===== src/rtl/bcd_digit_converter_if.sv =====
// ---------------------------------------------------------------------------
// bcd_digit_converter_if
// Bundles the request and result signals of bcd_digit_converter.
//   i_clear    : synchronous clear, zeroes results and aborts a conversion
//   i_start    : conversion request, honoured only while the converter is idle
//   i_value    : unsigned binary operand, DATA_WIDTH bits
//   o_busy     : converter is shifting or presenting its result
//   o_done     : one-cycle pulse, results just updated
//   o_bcd      : packed BCD digits, digit 0 (ones) in [3:0]
//   o_digit_en : leading-zero blank mask, bit k high if digit k is significant
//   o_overflow : last operand did not fit in DIGITS decimal digits
// master modport drives requests (bench / client), slave modport is the
// converter itself.
// ---------------------------------------------------------------------------
interface bcd_digit_converter_if #(
  parameter int DATA_WIDTH = 14,
  parameter int DIGITS     = 4
);
  logic                    i_clear;
  logic                    i_start;
  logic [DATA_WIDTH-1:0]   i_value;
  logic                    o_busy;
  logic                    o_done;
  logic [4*DIGITS-1:0]     o_bcd;
  logic [DIGITS-1:0]       o_digit_en;
  logic                    o_overflow;

  modport master (
    output i_clear,
    output i_start,
    output i_value,
    input  o_busy,
    input  o_done,
    input  o_bcd,
    input  o_digit_en,
    input  o_overflow
  );

  modport slave (
    input  i_clear,
    input  i_start,
    input  i_value,
    output o_busy,
    output o_done,
    output o_bcd,
    output o_digit_en,
    output o_overflow
  );
endinterface


===== src/rtl/bcd_digit_converter.sv =====
// ---------------------------------------------------------------------------
// bcd_digit_converter
// Sequential binary-to-BCD converter (double dabble, one bit per cycle).
// Ports:
//   i_clk     : clock, all state changes on its rising edge
//   i_reset_n : asynchronous active-low reset
//   bus       : bcd_digit_converter_if.slave (request + result signals)
// A request accepted in IDLE spends exactly DATA_WIDTH cycles in SHIFT, then
// one cycle in DONE with o_done high. Results are held until the next DONE,
// a clear or a reset. Only the low DIGITS decimal digits are kept; a one
// shifted out of the top nibble marks the result as overflowed.
// ---------------------------------------------------------------------------
module bcd_digit_converter #(
  parameter int DATA_WIDTH = 14,
  parameter int DIGITS     = 4
) (
  input  logic                  i_clk,
  input  logic                  i_reset_n,
  bcd_digit_converter_if.slave  bus
);

  localparam int BW = 4 * DIGITS;
  localparam int CW = $clog2(DATA_WIDTH + 1);

  typedef enum logic [1:0] {
    S_IDLE  = 2'd0,
    S_SHIFT = 2'd1,
    S_DONE  = 2'd2
  } state_t;

  state_t                state_q, state_d;
  logic [DATA_WIDTH-1:0] bin_q, bin_d;
  logic [BW-1:0]         work_q, work_d;
  logic [CW-1:0]         cnt_q, cnt_d;
  logic                  carry_q, carry_d;
  logic [BW-1:0]         bcd_q, bcd_d;
  logic [DIGITS-1:0]     digit_en_q, digit_en_d;
  logic                  overflow_q, overflow_d;
  logic                  busy_q, busy_d;
  logic                  done_q, done_d;

  // One double-dabble step on the working registers.
  logic [BW-1:0]         work_adj;
  logic [BW-1:0]         work_shift;
  logic [DATA_WIDTH-1:0] bin_shift;
  logic                  carry_out;
  logic                  final_ovf;
  logic [DIGITS-1:0]     en_final;
  logic                  last_shift;

  genvar gi;
  generate
    for (gi = 0; gi < DIGITS; gi++) begin : g_adj
      // Nibbles >= 5 would exceed 9 after doubling; pre-add 3 so the shift
      // carries into the next digit instead.
      assign work_adj[4*gi +: 4] = (work_q[4*gi +: 4] >= 4'd5) ?
                                   (work_q[4*gi +: 4] + 4'd3) :
                                   work_q[4*gi +: 4];
    end
  endgenerate

  assign carry_out  = work_adj[BW-1];
  assign work_shift = {work_adj[BW-2:0], bin_q[DATA_WIDTH-1]};
  assign bin_shift  = {bin_q[DATA_WIDTH-2:0], 1'b0};
  assign final_ovf  = carry_q | carry_out;
  assign last_shift = (cnt_q == CW'(DATA_WIDTH - 1));

  // Blanking mask of the result being loaded: a digit is significant when it
  // or any more-significant digit is nonzero; an overflowed result has hidden
  // nonzero digits above, so every kept digit is significant.
  generate
    for (gi = 0; gi < DIGITS; gi++) begin : g_en
      if (gi == 0) begin : g_ones
        assign en_final[gi] = 1'b1;
      end else begin : g_upper
        assign en_final[gi] = final_ovf | (|work_shift[BW-1:4*gi]);
      end
    end
  endgenerate

  always_comb begin
    state_d    = state_q;
    bin_d      = bin_q;
    work_d     = work_q;
    cnt_d      = cnt_q;
    carry_d    = carry_q;
    bcd_d      = bcd_q;
    digit_en_d = digit_en_q;
    overflow_d = overflow_q;

    case (state_q)
      S_IDLE: begin
        if (bus.i_start) begin
          bin_d   = bus.i_value;
          work_d  = '0;
          cnt_d   = '0;
          carry_d = 1'b0;
          state_d = S_SHIFT;
        end
      end
      S_SHIFT: begin
        bin_d   = bin_shift;
        work_d  = work_shift;
        carry_d = final_ovf;
        cnt_d   = cnt_q + CW'(1);
        if (last_shift) begin
          bcd_d      = work_shift;
          digit_en_d = en_final;
          overflow_d = final_ovf;
          state_d    = S_DONE;
        end
      end
      S_DONE: begin
        state_d = S_IDLE;
      end
      default: begin
        state_d = S_IDLE;
      end
    endcase

    // Clear overrides everything, including a start seen in IDLE.
    if (bus.i_clear) begin
      state_d    = S_IDLE;
      bin_d      = '0;
      work_d     = '0;
      cnt_d      = '0;
      carry_d    = 1'b0;
      bcd_d      = '0;
      digit_en_d = DIGITS'(1);
      overflow_d = 1'b0;
    end
  end

  // Status flags are registered copies of the next state so they line up
  // exactly with the state they describe.
  assign busy_d = (state_d != S_IDLE);
  assign done_d = (state_d == S_DONE);

  always_ff @(posedge i_clk or negedge i_reset_n) begin
    if (!i_reset_n) begin
      state_q    <= S_IDLE;
      bin_q      <= '0;
      work_q     <= '0;
      cnt_q      <= '0;
      carry_q    <= 1'b0;
      bcd_q      <= '0;
      digit_en_q <= DIGITS'(1);
      overflow_q <= 1'b0;
      busy_q     <= 1'b0;
      done_q     <= 1'b0;
    end else begin
      state_q    <= state_d;
      bin_q      <= bin_d;
      work_q     <= work_d;
      cnt_q      <= cnt_d;
      carry_q    <= carry_d;
      bcd_q      <= bcd_d;
      digit_en_q <= digit_en_d;
      overflow_q <= overflow_d;
      busy_q     <= busy_d;
      done_q     <= done_d;
    end
  end

  assign bus.o_busy     = busy_q;
  assign bus.o_done     = done_q;
  assign bus.o_bcd      = bcd_q;
  assign bus.o_digit_en = digit_en_q;
  assign bus.o_overflow = overflow_q;

endmodule


===== src/flat_wrapper.sv =====
// flat-port wrapper written by rule: the top's interface ports become plain ports
module bcd_digit_converter_flat 
#(
  parameter int DATA_WIDTH = 14,
  parameter int DIGITS     = 4
)
  (i_clk, i_reset_n, bus_i_clear, bus_i_start, bus_i_value, bus_o_busy, bus_o_done, bus_o_bcd, bus_o_digit_en, bus_o_overflow);
  bcd_digit_converter_if #(.DATA_WIDTH(DATA_WIDTH), .DIGITS(DIGITS)) bus_i ();
  input  logic i_clk;
  input  logic i_reset_n;
  input wire logic [$bits(bus_i.i_clear)-1:0] bus_i_clear;
  input wire logic [$bits(bus_i.i_start)-1:0] bus_i_start;
  input wire logic [$bits(bus_i.i_value)-1:0] bus_i_value;
  output wire logic [$bits(bus_i.o_busy)-1:0] bus_o_busy;
  output wire logic [$bits(bus_i.o_done)-1:0] bus_o_done;
  output wire logic [$bits(bus_i.o_bcd)-1:0] bus_o_bcd;
  output wire logic [$bits(bus_i.o_digit_en)-1:0] bus_o_digit_en;
  output wire logic [$bits(bus_i.o_overflow)-1:0] bus_o_overflow;
  assign bus_i.i_clear = bus_i_clear;
  assign bus_i.i_start = bus_i_start;
  assign bus_i.i_value = bus_i_value;
  assign bus_o_busy = bus_i.o_busy;
  assign bus_o_done = bus_i.o_done;
  assign bus_o_bcd = bus_i.o_bcd;
  assign bus_o_digit_en = bus_i.o_digit_en;
  assign bus_o_overflow = bus_i.o_overflow;
  bcd_digit_converter #(.DATA_WIDTH(DATA_WIDTH), .DIGITS(DIGITS)) u_core (.i_clk(i_clk), .i_reset_n(i_reset_n), .bus(bus_i));
endmodule

===== config.mk =====
export PLATFORM = sky130hd
export DESIGN_NAME = bcd_digit_converter_flat
export DESIGN_NICKNAME = d
export VERILOG_FILES = /design/src/rtl/bcd_digit_converter_if.sv /design/src/rtl/bcd_digit_converter.sv /design/src/flat_wrapper.sv
export SDC_FILE = /design/constraint.sdc
export NUM_CORES = 1
export LEC_CHECK = 0
export ABC_AREA = 1
export CORE_UTILIZATION = 54
export DETAILED_ROUTE_END_ITERATION = 8
export PLACE_DENSITY_LB_ADDON = 0.12
export SLEW_MARGIN = 25
export SYNTH_ARGS = -nofsm -noshare
export SYNTH_HDL_FRONTEND = slang
export SYNTH_SLANG_ARGS = --single-unit

===== constraint.sdc =====
create_clock -name i_clk -period 2.2 [get_ports i_clk]
set_clock_uncertainty 0.2 [all_clocks]
set_input_delay 0.33 -clock i_clk [delete_from_list [all_inputs] [get_ports i_clk]]
set_output_delay 0.33 -clock i_clk [all_outputs]
set_load 0.005 [all_outputs]

Yosys cells after proc, flatten, opt, wreduce, memory -nomap -nowiden

Cells that the tools add are included.

Flip-flop bits (word level): 60
Bits of input ports: 18
Output and inout bits: 23

Add/subtract/negate cells: 5
Magnitude comparators: 4
Equal/unequal tests: 4
Multiplexer cells: 29
Bitwise logic cells: 4
Reduce and logical (&&, ||, !) cells: 10

Operator list:

| operator                                                                            | number |
|---|---|
| 16-bit two-way mux                                                                  | 5 |
| 4-bit two-way mux                                                                   | 9 |
| 16-bit case mux with 2 select lines                                                 | 1 |
| 14-bit two-way mux                                                                  | 2 |
| 14-bit case mux with 2 select lines                                                 | 1 |
| 4-bit by 2-bit adder with 4-bit output, second input constant                       | 4 |
| 4-bit by 3-bit greater-or-equal comparator with 1-bit output, second input constant | 4 |
| 12-bit OR reduction                                                                 | 1 |
| 4-bit case mux with 2 select lines                                                  | 1 |
| 8-bit OR reduction                                                                  | 1 |
| 2-bit two-way mux                                                                   | 3 |
| 2-bit nonzero test                                                                  | 3 |
| 1-bit two-way mux                                                                   | 5 |
| 4-bit by 1-bit adder with 4-bit output, second input constant                       | 1 |
| 4-bit == test, second input constant                                                | 1 |
| 1-bit OR                                                                            | 4 |
| 2-bit case mux with 2 select lines                                                  | 1 |
| 2-bit AND reduction                                                                 | 2 |
| 4-bit OR reduction                                                                  | 1 |
| 3-bit inequality test, second input constant                                        | 1 |
| 3-bit nonzero test                                                                  | 1 |
| 2-bit by 1-bit == test with 1-bit output, second input constant                     | 1 |
| 2-bit == test, second input constant                                                | 1 |
| 2-bit logical NOT                                                                   | 1 |
| 1-bit case mux with 2 select lines                                                  | 1 |

Longest topological paths before layout

Depth in word-level cells: 7
Depth in mapped cells: 12
Gate-level depth less buffers: 12

Worst setup path after synthesis

Ideal clock, no wire load.

Path kind: register to register
Start point: reg u_core.work_q[12]
End point: reg u_core.digit_en_q[1], in the netlist u_core.bus.o_digit_en[1]
Data arrival time: 1.330 ns
Required time: 1.882 ns
Slack: 0.552 ns
Stages on the path, launching flop included: 12
Buffers on the path: 0
Cell sequence: dfrtp_1 > inv_1 > ha_1 > inv_1 > nand2_1 > nand3_1 > nand2_1 > o21ai_0 > nor2_1 > nand3_1 > nand2_1 > nand2_1

Cells in the longest elaborated chain, start to end: 7
Elaborated cells between the ends (all ways): 9
Those cells by class: add/sub (1); order compare (1); mux (4); bitwise (2); reduce/logical (1)

Ends and longest elaborated chain:

| item                                                                                                                          | RTL line                                             | source |
|---|---|---|
| from (decl)                                                                                                                   | bcd_digit_converter.sv:33                            | `logic [BW-1:0] work_q, work_d;` |
| from (signal assigned)                                                                                                        | bcd_digit_converter.sv:154                           | `work_q <= work_d;` |
| 4-bit by 2-bit adder with 4-bit output / 4-bit by 3-bit greater-or-equal comparator with 1-bit output (equally long branches) | bcd_digit_converter.sv:57, bcd_digit_converter.sv:56 |  |
| 4-bit two-way mux (*)                                                                                                         | bcd_digit_converter.sv:56                            | `assign work_adj[4*gi +: 4] = (work_q[4*gi +: 4] >= 4'd5) ?` |
| 12-bit OR reduction / 1-bit OR (equally long branches)                                                                        | bcd_digit_converter.sv:76, bcd_digit_converter.sv:65 |  |
| 1-bit OR (*)                                                                                                                  | bcd_digit_converter.sv:76                            | `assign en_final[gi] = final_ovf \| (\|work_shift[BW-1:4*gi]);` |
| 4-bit two-way mux (*)                                                                                                         | bcd_digit_converter.sv:106                           | `if (last_shift) begin` |
| 4-bit two-way mux (*)                                                                                                         | bcd_digit_converter.sv:91                            | `case (state_q)` |
| 4-bit two-way mux (*)                                                                                                         | bcd_digit_converter.sv:122                           | `if (bus.i_clear) begin` |
| to (signal assigned)                                                                                                          | bcd_digit_converter.sv:158                           | `digit_en_q <= digit_en_d;` |
| to (decl)                                                                                                                     | bcd_digit_converter.sv:37                            | `logic [DIGITS-1:0] digit_en_q, digit_en_d;` |

Mark *: on every way between the ends. The rest lies on a longest branch, timed or not. The select of a mux whose other input is x is not followed.
A chain may end at the register's enable or synchronous reset.

Worst setup path after layout

Start point: reg u_core.work_q[4]
End point: reg u_core.digit_en_q[1], in the netlist u_core.bus.o_digit_en[1]

Cells in the longest elaborated chain, start to end: 7
Elaborated cells between the ends (all ways): 8
Those cells by class: add/sub (1); order compare (1); mux (4); bitwise (1); reduce/logical (1)

Ends and longest elaborated chain:

| item                                                                                                                          | RTL line |
|---|---|
| 4-bit by 2-bit adder with 4-bit output / 4-bit by 3-bit greater-or-equal comparator with 1-bit output (equally long branches) | bcd_digit_converter.sv:57, bcd_digit_converter.sv:56 |
| 4-bit two-way mux (*)                                                                                                         | bcd_digit_converter.sv:56 |
| 12-bit OR reduction (*)                                                                                                       | bcd_digit_converter.sv:76 |
| 1-bit OR (*)                                                                                                                  | bcd_digit_converter.sv:76 |
| 4-bit two-way mux (*)                                                                                                         | bcd_digit_converter.sv:106 |
| 4-bit two-way mux (*)                                                                                                         | bcd_digit_converter.sv:91 |
| 4-bit two-way mux (*)                                                                                                         | bcd_digit_converter.sv:122 |

Marks and branches as above.

==> impl_metrics.env <==
export IMPL_clkSinkCount=59
export IMPL_async_flop_share=1.00
export IMPL_synth_seq_cells=59
export IMPL_cts_tree="built"
export IMPL_cts_resized_gates=0
export IMPL_avgSynthCellArea_um2=8.67
export IMPL_avgRoutedWirePerCell_um=13.3
export IMPL_critPathTopFamily="simple AND/OR/NAND/NOR gates"
export IMPL_seq_area_frac_synth=0.513
export IMPL_ant_nets=0
export IMPL_worstPathArrival_ns=1.93
export IMPL_area_growth_syn_to_layout_pct=22.9
export IMPL_h_tree_depth=3
export IMPL_hold_path_class="reg -> reg"
export IMPL_slowest_delay_ns=0.40
export IMPL_maxSlewHeadroom=0.599
export IMPL_diodes=0
export IMPL_critPathKind="reg -> reg"
export IMPL_drt_iter0_markers=152
export IMPL_die_x_um=75.0
export IMPL_rsz0062_at_grt="false"
export IMPL_cp_required_ns=2.22
export IMPL_met3_length_um=292
export IMPL_worstPathMaxFanout=4
export IMPL_finalSetupViolations=0
export IMPL_cts_buffers=9
export IMPL_wl_met2_um=2840
export IMPL_final_common_cell="nand2_1"
export IMPL_globalRouteOverflowTotal=0
export IMPL_crit_path_frequent_cell="nand2_1"
export IMPL_place_worst_setup_slack_ns=0.241
export IMPL_grt_max_degree=60
export IMPL_tns_ns=0
export IMPL_rows=26
export IMPL_ys_warnings_count=0
export IMPL_synth_distinct_cells=29
export IMPL_place_area_um2=3370
export IMPL_clock_path_buffers=2
export IMPL_antenna_found_initial=0
export IMPL_cts_root_buf="clkbuf_8"
export IMPL_post_dp_hpwl_um=4180
export IMPL_viasPerCell=5.27
export IMPL_vias=2388
export IMPL_start_kind="flip-flop"
export IMPL_synth_top_area_cell="dfrtp_1"
export IMPL_clk_pin_slew_ns=0.06
export IMPL_nNetsFinal=407
export IMPL_synth_nets=360
export IMPL_fmax_ghz=0.525
export IMPL_gp_congestion=0.826
export IMPL_status="finished clean"
export IMPL_ios=41
export IMPL_drv_cap=0
export IMPL_critPathSlowestCell="dfrtp_1"
export IMPL_synth_area_leaders="dfrtp_1 51%, nand2_1 10%, inv_1 6.4%"
export IMPL_drtPass1Iterations=4
export IMPL_grtUsageTotal=0.248
export IMPL_start_util=0.564
export IMPL_yosysTopAreaCellShare=0.513
export IMPL_p_total_w=0.00212
export IMPL_cp_end_kind="flip-flop"
export IMPL_worstPathCellList="inv_1 > ha_1 > inv_1 > nand2_1 > nand3_1 > nand3_1 > nand2_1 > nor2_1 > nand3_1 > nand2_1 > nand2_1"
export IMPL_routed_top_layer="met4"
export IMPL_final_cell_mix="80 x nand2_1, 59 x dfrtp_1, 49 x inv_1"
export IMPL_hold_viol=0
export IMPL_netlist_area_um2=2880
export IMPL_post_cts_buffers=0
export IMPL_synth_ff_type="dfrtp_1"
export IMPL_stdcell_area_um2=3540
export IMPL_worstSkewPairLatency_ns=0.34
export IMPL_fp_dieArea_um2=5630
export IMPL_drt_total_wl_um=6030
export IMPL_worst_slew_pin_slew_ns=0.600
export IMPL_drt_met1_wl_um=2760
export IMPL_die_h_um=75.0
export IMPL_grt_pass1_wl_um=10200
export IMPL_core_um2=5110
export IMPL_max_vdd_ir_drop_uv=422
export IMPL_drive_above_1_share=0.0992
export IMPL_cts_hold_buf=1
export IMPL_setup_ws_ns=0.295
export IMPL_synth_edf_count=0
export IMPL_drv_slew=0
export IMPL_period_minus_slack_ns=1.91
export IMPL_power_leakage_nw=1.69
export IMPL_fin_crit_sh=0.866
export IMPL_power_density_nw_per_um2=600
export IMPL_io_buffers=39
export IMPL_grt_pass1_vias=2289
export IMPL_synthCells=332
export IMPL_path_buf_inv=2
export IMPL_drt_drc_violations_left=0
worst paths after layout:
check                           slack [ns]                  endpoint                 start  cells after the start
min in group asynchronous             0.33       u_core.bus.o_bcd[7]             i_reset_n                      3
worst max register to register        0.29  u_core.bus.o_digit_en[1]      u_core.work_q[4]                     11
worst max-delay path                  0.29  u_core.bus.o_digit_en[1]      u_core.work_q[4]                     11
worst min-delay path                  0.28      u_core.bus.o_bcd[10]  u_core.bus.o_bcd[10]                      2
worst min register to register        0.28      u_core.bus.o_bcd[10]  u_core.bus.o_bcd[10]                      2
max in group asynchronous             1.21           u_core.bin_q[6]             i_reset_n                      3
cells in the mapped netlist, types with 2 or more instances:
library cell and instances:
nand4_1 6, buf_2 5, nor2_1 13, a21oi_1 4, nand2_1 80, o21ai_2 11
clkbuf_1 3, o21ai_0 33, inv_1 49, nand3_1 16, dfrtp_1 59, inv_2 2
ha_1 10, and2_1 3, o22ai_1 24
cells by family (layout without fill, tap and decap cells):
family                   Yosys count  in the layout  synth area share
AO/OA/AOI/OAI                     75             75             0.159
XOR/XNOR                           2              2           0.00609
buffers and inverters             62            113            0.0878
other                              1              1           0.00130
AND/OR/NAND/NOR                  123            123             0.189
adder cells (fa/ha/maj)           10             10            0.0435
flip-flops                        59             59             0.513
state kept, by name (all words and copies together) (netlist names):
register,flops
u_core.bus.o_digit_en,3
u_core.cnt_q,4
u_core.bus.o_done,1
u_core.bus.o_overflow,1
u_core.bus.o_bcd,16
u_core.work_q,16
u_core.bin_q,14
u_core.state_q,2
u_core.bus.o_busy,1
u_core.carry_q,1
where the power goes:
part           internal [W]  total, W  switching [W]  leakage (nW)
clock network      0.000428  0.000830       0.000403        0.0860
registers           0.00111   0.00112      0.0000105         0.810
logic             0.0000674  0.000169       0.000102         0.790
worst reg2reg max path, stage by stage, from the launching register on:
cell and delay (ns):
dfrtp_1 0.40, inv_1 0.12, ha_1 0.17, inv_1 0.04
nand2_1 0.11, nand3_1 0.14, nand3_1 0.19, nand2_1 0.07
nor2_1 0.10, nand3_1 0.08, nand2_1 0.10, nand2_1 0.06
routing by layer:
| layer | vias to the layer above | GRT usage |
|---|---|---|
| met5 | - | 0 |
| met4 | 0 | 0.107 |
| met3 | 13 | 0.0629 |
| met2 | 65 | 0.394 |
| met1 | 1117 | 0.323 |
| li1 | 1193 | - |
area by class of cell:
type,count,area [µm²]
Inverter,52,198
Sequential cell,59,1480
Clock inverter,3,15.0
Fill cell,446,1570
Timing Repair Buffer,46,465
Tap cell,70,87.6
Multi-Input combinational cell,211,1150
Clock buffer,12,145
per-stage QoR:
stage	hold WS, ns	util	std cells
3_3_place_gp	0.157	0.659	437
5_1_grt	0.305	0.693	453
4_1_cts	0.284	0.693	453
3_5_place_dp	0.158	0.659	437
2_1_floorplan	-0.166	-	332
6_report	0.281	0.693	453
No activity file was read; power rests on OpenSTA's default activity.
